## src/rtl/router_port_credit_buffer_if.sv

```systemverilog
// Channel, buffer and credit bundle shared by the router port stage and the core.
// slave: the credit buffer side; master: the fabric/core driving it.
interface router_port_credit_buffer_if #(
    parameter int NUM_PORTS  = 5,
    parameter int FLIT_WIDTH = 67
);
    localparam int CHW = FLIT_WIDTH + 1;

    logic [NUM_PORTS*CHW-1:0]        channel_in_ip;
    logic [NUM_PORTS-1:0]            flow_ctrl_out_ip;
    logic [NUM_PORTS*FLIT_WIDTH-1:0] buf_flit;
    logic [NUM_PORTS-1:0]            buf_valid;
    logic [NUM_PORTS-1:0]            buf_ready;
    logic [NUM_PORTS*FLIT_WIDTH-1:0] core_flit;
    logic [NUM_PORTS-1:0]            core_valid;
    logic [NUM_PORTS-1:0]            core_ready;
    logic [NUM_PORTS*CHW-1:0]        channel_out_op;
    logic [NUM_PORTS-1:0]            flow_ctrl_in_op;
    logic                            error;
    logic [2*NUM_PORTS-1:0]          error_status;

    modport slave (
        input  channel_in_ip, buf_ready, core_flit,
        input  core_valid, flow_ctrl_in_op,
        output flow_ctrl_out_ip, buf_flit, buf_valid,
        output core_ready, channel_out_op,
        output error, error_status
    );

    modport master (
        output channel_in_ip, buf_ready, core_flit,
        output core_valid, flow_ctrl_in_op,
        input  flow_ctrl_out_ip, buf_flit, buf_valid,
        input  core_ready, channel_out_op,
        input  error, error_status
    );
endinterface

```

## src/rtl/router_port_credit_buffer.sv

```systemverilog
// Per-port router boundary: inbound FWFT FIFOs with credit return, outbound
// credit counters with a registered channel, sticky per-cause error flags.
// Ports: clk, reset (sync, active-high), bus (router_port_credit_buffer_if.slave).
module router_port_credit_buffer #(
    parameter int NUM_PORTS  = 5,
    parameter int FLIT_WIDTH = 67,
    parameter int DEPTH      = 4,
    parameter int CREDITS    = 4
) (
    input  logic clk,
    input  logic reset,
    router_port_credit_buffer_if.slave bus
);
    localparam int CHW = FLIT_WIDTH + 1;
    localparam int AW  = $clog2(DEPTH);
    localparam int CRW = $clog2(CREDITS + 1);
    localparam logic [AW:0]    FULL = (AW + 1)'(DEPTH);
    localparam logic [CRW-1:0] CMAX = CRW'(CREDITS);

    logic [FLIT_WIDTH-1:0] mem_q [NUM_PORTS][DEPTH];
    logic [AW-1:0]  wp_q  [NUM_PORTS];
    logic [AW-1:0]  wp_d  [NUM_PORTS];
    logic [AW-1:0]  rp_q  [NUM_PORTS];
    logic [AW-1:0]  rp_d  [NUM_PORTS];
    logic [AW:0]    cnt_q [NUM_PORTS];
    logic [AW:0]    cnt_d [NUM_PORTS];
    logic [CRW-1:0] crd_q [NUM_PORTS];
    logic [CRW-1:0] crd_d [NUM_PORTS];
    logic [FLIT_WIDTH-1:0] od_q [NUM_PORTS];
    logic [FLIT_WIDTH-1:0] od_d [NUM_PORTS];
    logic [NUM_PORTS-1:0]  ov_q, ov_d;
    logic [NUM_PORTS-1:0]  fco_q, fco_d;
    logic [2*NUM_PORTS-1:0] err_q, err_d;
    logic                   error_q, error_d;

    logic [NUM_PORTS-1:0] pop_w, push_w, drop_w;
    logic [NUM_PORTS-1:0] send_w, covf_w;

    logic [NUM_PORTS*FLIT_WIDTH-1:0] buf_flit_w;
    logic [NUM_PORTS-1:0]            buf_valid_w;
    logic [NUM_PORTS-1:0]            core_ready_w;
    logic [NUM_PORTS*CHW-1:0]        chan_out_w;

    // Handshake decode; a full FIFO still accepts when its head leaves.
    always_comb begin
        pop_w  = '0;
        push_w = '0;
        drop_w = '0;
        send_w = '0;
        covf_w = '0;
        for (int p = 0; p < NUM_PORTS; p++) begin
            pop_w[p]  = (cnt_q[p] != '0) && bus.buf_ready[p];
            push_w[p] = bus.channel_in_ip[p*CHW+FLIT_WIDTH] &&
                        ((cnt_q[p] != FULL) || pop_w[p]);
            drop_w[p] = bus.channel_in_ip[p*CHW+FLIT_WIDTH] &&
                        (cnt_q[p] == FULL) && !pop_w[p];
            send_w[p] = bus.core_valid[p] && (crd_q[p] != '0);
            covf_w[p] = bus.flow_ctrl_in_op[p] && !send_w[p] &&
                        (crd_q[p] == CMAX);
        end
    end

    always_comb begin
        wp_d  = wp_q;
        rp_d  = rp_q;
        cnt_d = cnt_q;
        crd_d = crd_q;
        od_d  = od_q;
        ov_d  = send_w;
        fco_d = pop_w;
        for (int p = 0; p < NUM_PORTS; p++) begin
            if (push_w[p]) wp_d[p] = wp_q[p] + AW'(1);
            if (pop_w[p])  rp_d[p] = rp_q[p] + AW'(1);
            cnt_d[p] = cnt_q[p] + {{AW{1'b0}}, push_w[p]}
                                - {{AW{1'b0}}, pop_w[p]};
            if (send_w[p]) begin
                od_d[p] = bus.core_flit[p*FLIT_WIDTH +: FLIT_WIDTH];
            end
            unique case ({send_w[p], bus.flow_ctrl_in_op[p]})
                2'b10:   crd_d[p] = crd_q[p] - CRW'(1);
                2'b01:   crd_d[p] = covf_w[p] ? crd_q[p]
                                              : crd_q[p] + CRW'(1);
                default: crd_d[p] = crd_q[p];
            endcase
        end
        err_d   = err_q | {covf_w, drop_w};
        error_d = |err_d;
    end

    // Storage is not reset; clearing the pointers discards its contents.
    always_ff @(posedge clk) begin
        for (int p = 0; p < NUM_PORTS; p++) begin
            if (push_w[p]) begin
                mem_q[p][wp_q[p]] <=
                    bus.channel_in_ip[p*CHW +: FLIT_WIDTH];
            end
        end
    end

    always_ff @(posedge clk) begin
        if (reset) begin
            for (int p = 0; p < NUM_PORTS; p++) begin
                wp_q[p]  <= '0;
                rp_q[p]  <= '0;
                cnt_q[p] <= '0;
                crd_q[p] <= CMAX;
                od_q[p]  <= '0;
            end
            ov_q    <= '0;
            fco_q   <= '0;
            err_q   <= '0;
            error_q <= 1'b0;
        end else begin
            wp_q    <= wp_d;
            rp_q    <= rp_d;
            cnt_q   <= cnt_d;
            crd_q   <= crd_d;
            od_q    <= od_d;
            ov_q    <= ov_d;
            fco_q   <= fco_d;
            err_q   <= err_d;
            error_q <= error_d;
        end
    end

    always_comb begin
        buf_flit_w   = '0;
        buf_valid_w  = '0;
        core_ready_w = '0;
        chan_out_w   = '0;
        for (int p = 0; p < NUM_PORTS; p++) begin
            buf_flit_w[p*FLIT_WIDTH +: FLIT_WIDTH] = mem_q[p][rp_q[p]];
            buf_valid_w[p]  = cnt_q[p] != '0;
            core_ready_w[p] = crd_q[p] != '0;
            chan_out_w[p*CHW +: CHW] = {ov_q[p], od_q[p]};
        end
    end

    assign bus.buf_flit         = buf_flit_w;
    assign bus.buf_valid        = buf_valid_w;
    assign bus.core_ready       = core_ready_w;
    assign bus.channel_out_op   = chan_out_w;
    assign bus.flow_ctrl_out_ip = fco_q;
    assign bus.error_status     = err_q;
    assign bus.error            = error_q;
endmodule

```

## src/flat_wrapper.sv

```systemverilog
// flat-port wrapper written by rule: the top's interface ports become plain ports
module router_port_credit_buffer_flat 
#(
    parameter int NUM_PORTS  = 5,
    parameter int FLIT_WIDTH = 67,
    parameter int DEPTH      = 4,
    parameter int CREDITS    = 4
)
  (clk, reset, bus_channel_in_ip, bus_buf_ready, bus_core_flit, bus_core_valid, bus_flow_ctrl_in_op, bus_flow_ctrl_out_ip, bus_buf_flit, bus_buf_valid, bus_core_ready, bus_channel_out_op, bus_error, bus_error_status);
  router_port_credit_buffer_if #(.NUM_PORTS(NUM_PORTS), .FLIT_WIDTH(FLIT_WIDTH)) bus_i ();
  input  logic clk;
  input  logic reset;
  input wire logic [$bits(bus_i.channel_in_ip)-1:0] bus_channel_in_ip;
  input wire logic [$bits(bus_i.buf_ready)-1:0] bus_buf_ready;
  input wire logic [$bits(bus_i.core_flit)-1:0] bus_core_flit;
  input wire logic [$bits(bus_i.core_valid)-1:0] bus_core_valid;
  input wire logic [$bits(bus_i.flow_ctrl_in_op)-1:0] bus_flow_ctrl_in_op;
  output wire logic [$bits(bus_i.flow_ctrl_out_ip)-1:0] bus_flow_ctrl_out_ip;
  output wire logic [$bits(bus_i.buf_flit)-1:0] bus_buf_flit;
  output wire logic [$bits(bus_i.buf_valid)-1:0] bus_buf_valid;
  output wire logic [$bits(bus_i.core_ready)-1:0] bus_core_ready;
  output wire logic [$bits(bus_i.channel_out_op)-1:0] bus_channel_out_op;
  output wire logic [$bits(bus_i.error)-1:0] bus_error;
  output wire logic [$bits(bus_i.error_status)-1:0] bus_error_status;
  assign bus_i.channel_in_ip = bus_channel_in_ip;
  assign bus_i.buf_ready = bus_buf_ready;
  assign bus_i.core_flit = bus_core_flit;
  assign bus_i.core_valid = bus_core_valid;
  assign bus_i.flow_ctrl_in_op = bus_flow_ctrl_in_op;
  assign bus_flow_ctrl_out_ip = bus_i.flow_ctrl_out_ip;
  assign bus_buf_flit = bus_i.buf_flit;
  assign bus_buf_valid = bus_i.buf_valid;
  assign bus_core_ready = bus_i.core_ready;
  assign bus_channel_out_op = bus_i.channel_out_op;
  assign bus_error = bus_i.error;
  assign bus_error_status = bus_i.error_status;
  router_port_credit_buffer #(.NUM_PORTS(NUM_PORTS), .FLIT_WIDTH(FLIT_WIDTH), .DEPTH(DEPTH), .CREDITS(CREDITS)) u_core (.clk(clk), .reset(reset), .bus(bus_i));
endmodule
```

## config.mk

```make
export PLATFORM = sky130hd
export DESIGN_NAME = router_port_credit_buffer_flat
export DESIGN_NICKNAME = d
export VERILOG_FILES = /design/src/rtl/router_port_credit_buffer_if.sv /design/src/rtl/router_port_credit_buffer.sv /design/src/flat_wrapper.sv
export SDC_FILE = /design/constraint.sdc
export NUM_CORES = 2
export LEC_CHECK = 0
export BUFFER_PORTS_ARGS = -buffer_cell sky130_fd_sc_hd__buf_2
export CAP_MARGIN = 20
export CELL_PAD_IN_SITES_DETAIL_PLACEMENT = 0
export CELL_PAD_IN_SITES_GLOBAL_PLACEMENT = 1
export CORE_AREA = 2 2 549 551
export CTS_CLUSTER_DIAMETER = 50
export DETAILED_ROUTE_END_ITERATION = 10
export DIE_AREA = 0 0 551 553
export GPL_ROUTABILITY_DRIVEN = 0
export PLACE_DENSITY = 0.54
export SYNTH_ARGS = -nofsm -noshare
export SYNTH_HDL_FRONTEND = slang
export SYNTH_SLANG_ARGS = --single-unit
```

## constraint.sdc

```tcl
create_clock -name clk -period 3.15 [get_ports clk]
set_input_delay 0.63 -clock clk [delete_from_list [all_inputs] [get_ports clk]]
set_output_delay 0.63 -clock clk [all_outputs]
set_load 0.05 [all_outputs]
```

==> flow_metrics.tcl <==
set metrics [dict create \
    syn-num-nets 4379 \
    worstPathRequired_ns 2.52 \
    outcome "finished clean" \
    utilization_pct 30.4 \
    critical-path-top-delay-family "buffers and inverters" \
    synth_seq_cells 1746 \
    cts_tree "yes" \
    synth.mux.area_fraction_pct 11.9 \
    crit_buf_inv 2 \
    hpwl_mm 195 \
    crit_chain "bufbuf_16, mux4_2, buf_2" \
    clockRootBuffer "clkbuf_16" \
    synth-adder-area-share_pct 0.906 \
    crit_type "reg -> out" \
    portBuffers 1392 \
    synth_edf_count 1340 \
    drive_gt1_share_pct 38.7 \
    ant_nets 0 \
    vias 41591 \
    finalInstanceArea_um2 90900 \
    io_pins 1393 \
    vdd_drop_max_uv 558 \
    cts_buffer_depth 4 \
    syn_inst 3647 \
    drt-wirelength-per-cell_um 26.0 \
    maxCapViolCount 0 \
    synth_top_family_by_area "multiplexers" \
    clock_skew_ns 0.0950 \
    antenna_found_initial 142 \
    synth_compound_area_share_pct 3.22 \
    placed_cell_area_um2 76000 \
    tightest_slew_ns 0.913 \
    synth_largest_area_cell "edfxtp_1" \
    viasPerCell 4.16 \
    synth_most_common_cell "edfxtp_1" \
    numCtsBuffers 242 \
    cts.sinks 1746 \
    drc 0 \
    grt_use_total_pct 16.5 \
    path_max_fanout 16 \
    grt_setup_unrepaired "yes" \
    finalWorstSetupSlack_ns 0.0533 \
    start_kind "flip-flop" \
    synthTopCellsByCount "edfxtp_1 (1340), nand2_1 (689), dfxtp_1 (406)" \
    finalCritPeriodShare_pct 98.3 \
    synthTopCellsByArea "edfxtp_1 (63%), dfxtp_1 (13%), mux4_2 (12%), nand2_1 (4.1%), a21oi_1 (2.8%)" \
    max_stage_delay_ns 0.53 \
    hp-class "in -> reg" \
    drt_iter0_drc 2982 \
    synth_ff_type "edfxtp_1" \
    rrSetupSlack_ns 0.91 \
    syn_to_final_growth_pct 43.1 \
    ys_seq_area_share_pct 76.1 \
    grt_max_degree 74 \
    drv_slew 0 \
    max_freq_mhz 323 \
    finalPower_mw 78.4 \
    period_needed_ns 3.10 \
    initial_core_util_pct 21.3 \
    p_leak_nw 33.3 \
    dieArea_um2 305000 \
    syn_avg_cell_area_um2 17.4 \
    place_ws_ns 0.688 \
    syn_area_um2 63600 \
    core_um2 299000 \
    synth-simple-area-share_pct 5.43 \
    overflow 0 \
    synthArstFlopShare_pct 0 \
    grt_pass1_wl_mm 353 \
    finalNetCount 6521 \
    drt_wl_total_mm 260 \
    die_h_um 553 \
    grt_pass1_vias 43451 \
    crit_slowest_cell "mux4_2" \
    htreeDepth 4 \
    setup_viol 0 \
    slew_headroom_pct 39.1 \
    yosysTopAreaCellShare_pct 63.3 \
    worstSetupEndpointType "output pin" \
    synthXorXnorAreaFrac_pct 0.482 \
    path_clk_slew_ns 0.06 \
    fp-row-count 201 \
    cellPowerDensity_nw_per_um2 863 \
    hold_viol 0 \
    first_pass_iters 5 \
    worst-endpoint-arrival_ns 2.47 \
    timing.hold.ws_ns 0.0889 \
    die_w_um 551 \
    synth_warnings 0 \
    worst_skew_pair.late_latency_ns 0.89 \
    synth_cell_types 38 \
]
==> power breakdown <==
part	total [mW]	internal (mW)	switching, mW
registers	27.9	27.0	0.925
clock network	27.4	16.3	11.2
logic	23.1	7.24	15.8
total	78.4	50.5	27.9
==> routing by layer <==
layer / vias to the layer above / wire length, µm / GRT usage, %
met1: 21239 / 100000 / 18.9
met2: 1597 / 130000 / 28.6
met3: 488 / 21900 / 5.53
met5: - / 141 / 0
li1: 18243 / - / -
met4: 24 / 8050 / 5.32
==> worst reg2reg max path: cells and delay by family, from the launching register on <==
family,cells,cell delay (ns)
fa+ha+maj,1,0.42
flops,1,0.37
compound gates,2,0.36
simple gates,5,0.95
==> final timing paths <==
path	end	cells past startpoint	start
worst max-delay path	bus_buf_flit[207]	3	u_core.rp_q[2]$_SDFFE_PP0P_
worst min-delay path	u_core.bus.channel_out_op[234]$_SDFFE_PP0P_	3	bus_core_flit[231]
worst max register to register	u_core.crd_q[2]$_SDFFE_PP1P_	8	u_core.crd_q[0]$_SDFFE_PP0P_
worst min register to register	u_core.bus.channel_out_op[103]$_SDFFE_PP0P_	2	u_core.bus.channel_out_op[103]$_SDFFE_PP0P_
==> cell families (layout without fill, tap and decap cells) <==
kind of cell | Yosys count | count (layout)
and+or+nand+nor | 846 | 846
buffers and inverters | 246 | 2601
other | 0 | 47
DFF | 1746 | 1746
adders and majority gates | 40 | 40
xor gates and xnor gates | 35 | 35
muxes | 340 | 340
AOI/OAI and AO/OA | 394 | 394
==> flip-flops by register name (all words and copies together), names as in the netlist <==
register / count
u_core.mem_q: 1340
u_core.bus.channel_out_op: 335
u_core.cnt_q: 15
u_core.crd_q: 15
u_core.bus.error_status: 10
u_core.rp_q: 10
u_core.wp_q: 10
u_core.bus.flow_ctrl_out_ip: 5
u_core.ov_q: 5
u_core.bus.error: 1
==> per-stage QoR <==
| step | std cells | TNS (ns) |
|---|---|---|
| floorplan | 3647 | 0 |
| global placement | 8895 | 0 |
| detailed placement | 8895 | 0 |
| CTS | 9960 | -2.14 |
| global route | 9994 | -1.61 |
| finish | 10007 | 0 |
==> what timing repair did <==
item,CTS,global route
setup endpoints to repair,305,27
hold buffers,579,0
endpoints found under the hold margin,1578,0
resized for setup,110,0
setup buffers,26,0
cloned,3,0
==> layout make-up <==
type | count | area (µm²)
well taps | 3958 | 4950
flip-flops and latches | 1746 | 48400
clock buffers | 292 | 6420
clock inverters | 165 | 1840
fillers | 30088 | 208000
inverters | 32 | 120
diodes | 47 | 118
multi-input cells | 1655 | 14100
repair buffers | 2112 | 15000
==> placed cells by master (no fill, tap or decap), drive strengths merged, types with 7 or more instances in the layout <==
master,n
nand3,7
o31a,10
bufinv,17
and2,24
fa,10
xor2,12
diode,47
nand2,694
mux4,335
buf,1532
dlygate4sd3,579
clkinvlp,17
clkbuf,292
dfxtp,406
clkinv,87
a31oi,12
edfxtp,1340
xnor2,23
or3,10
inv,76
ha,30
a21oi,353
nor2b,24
o21ai,12
nor2,62
Power figures use the tool's default switching activity.
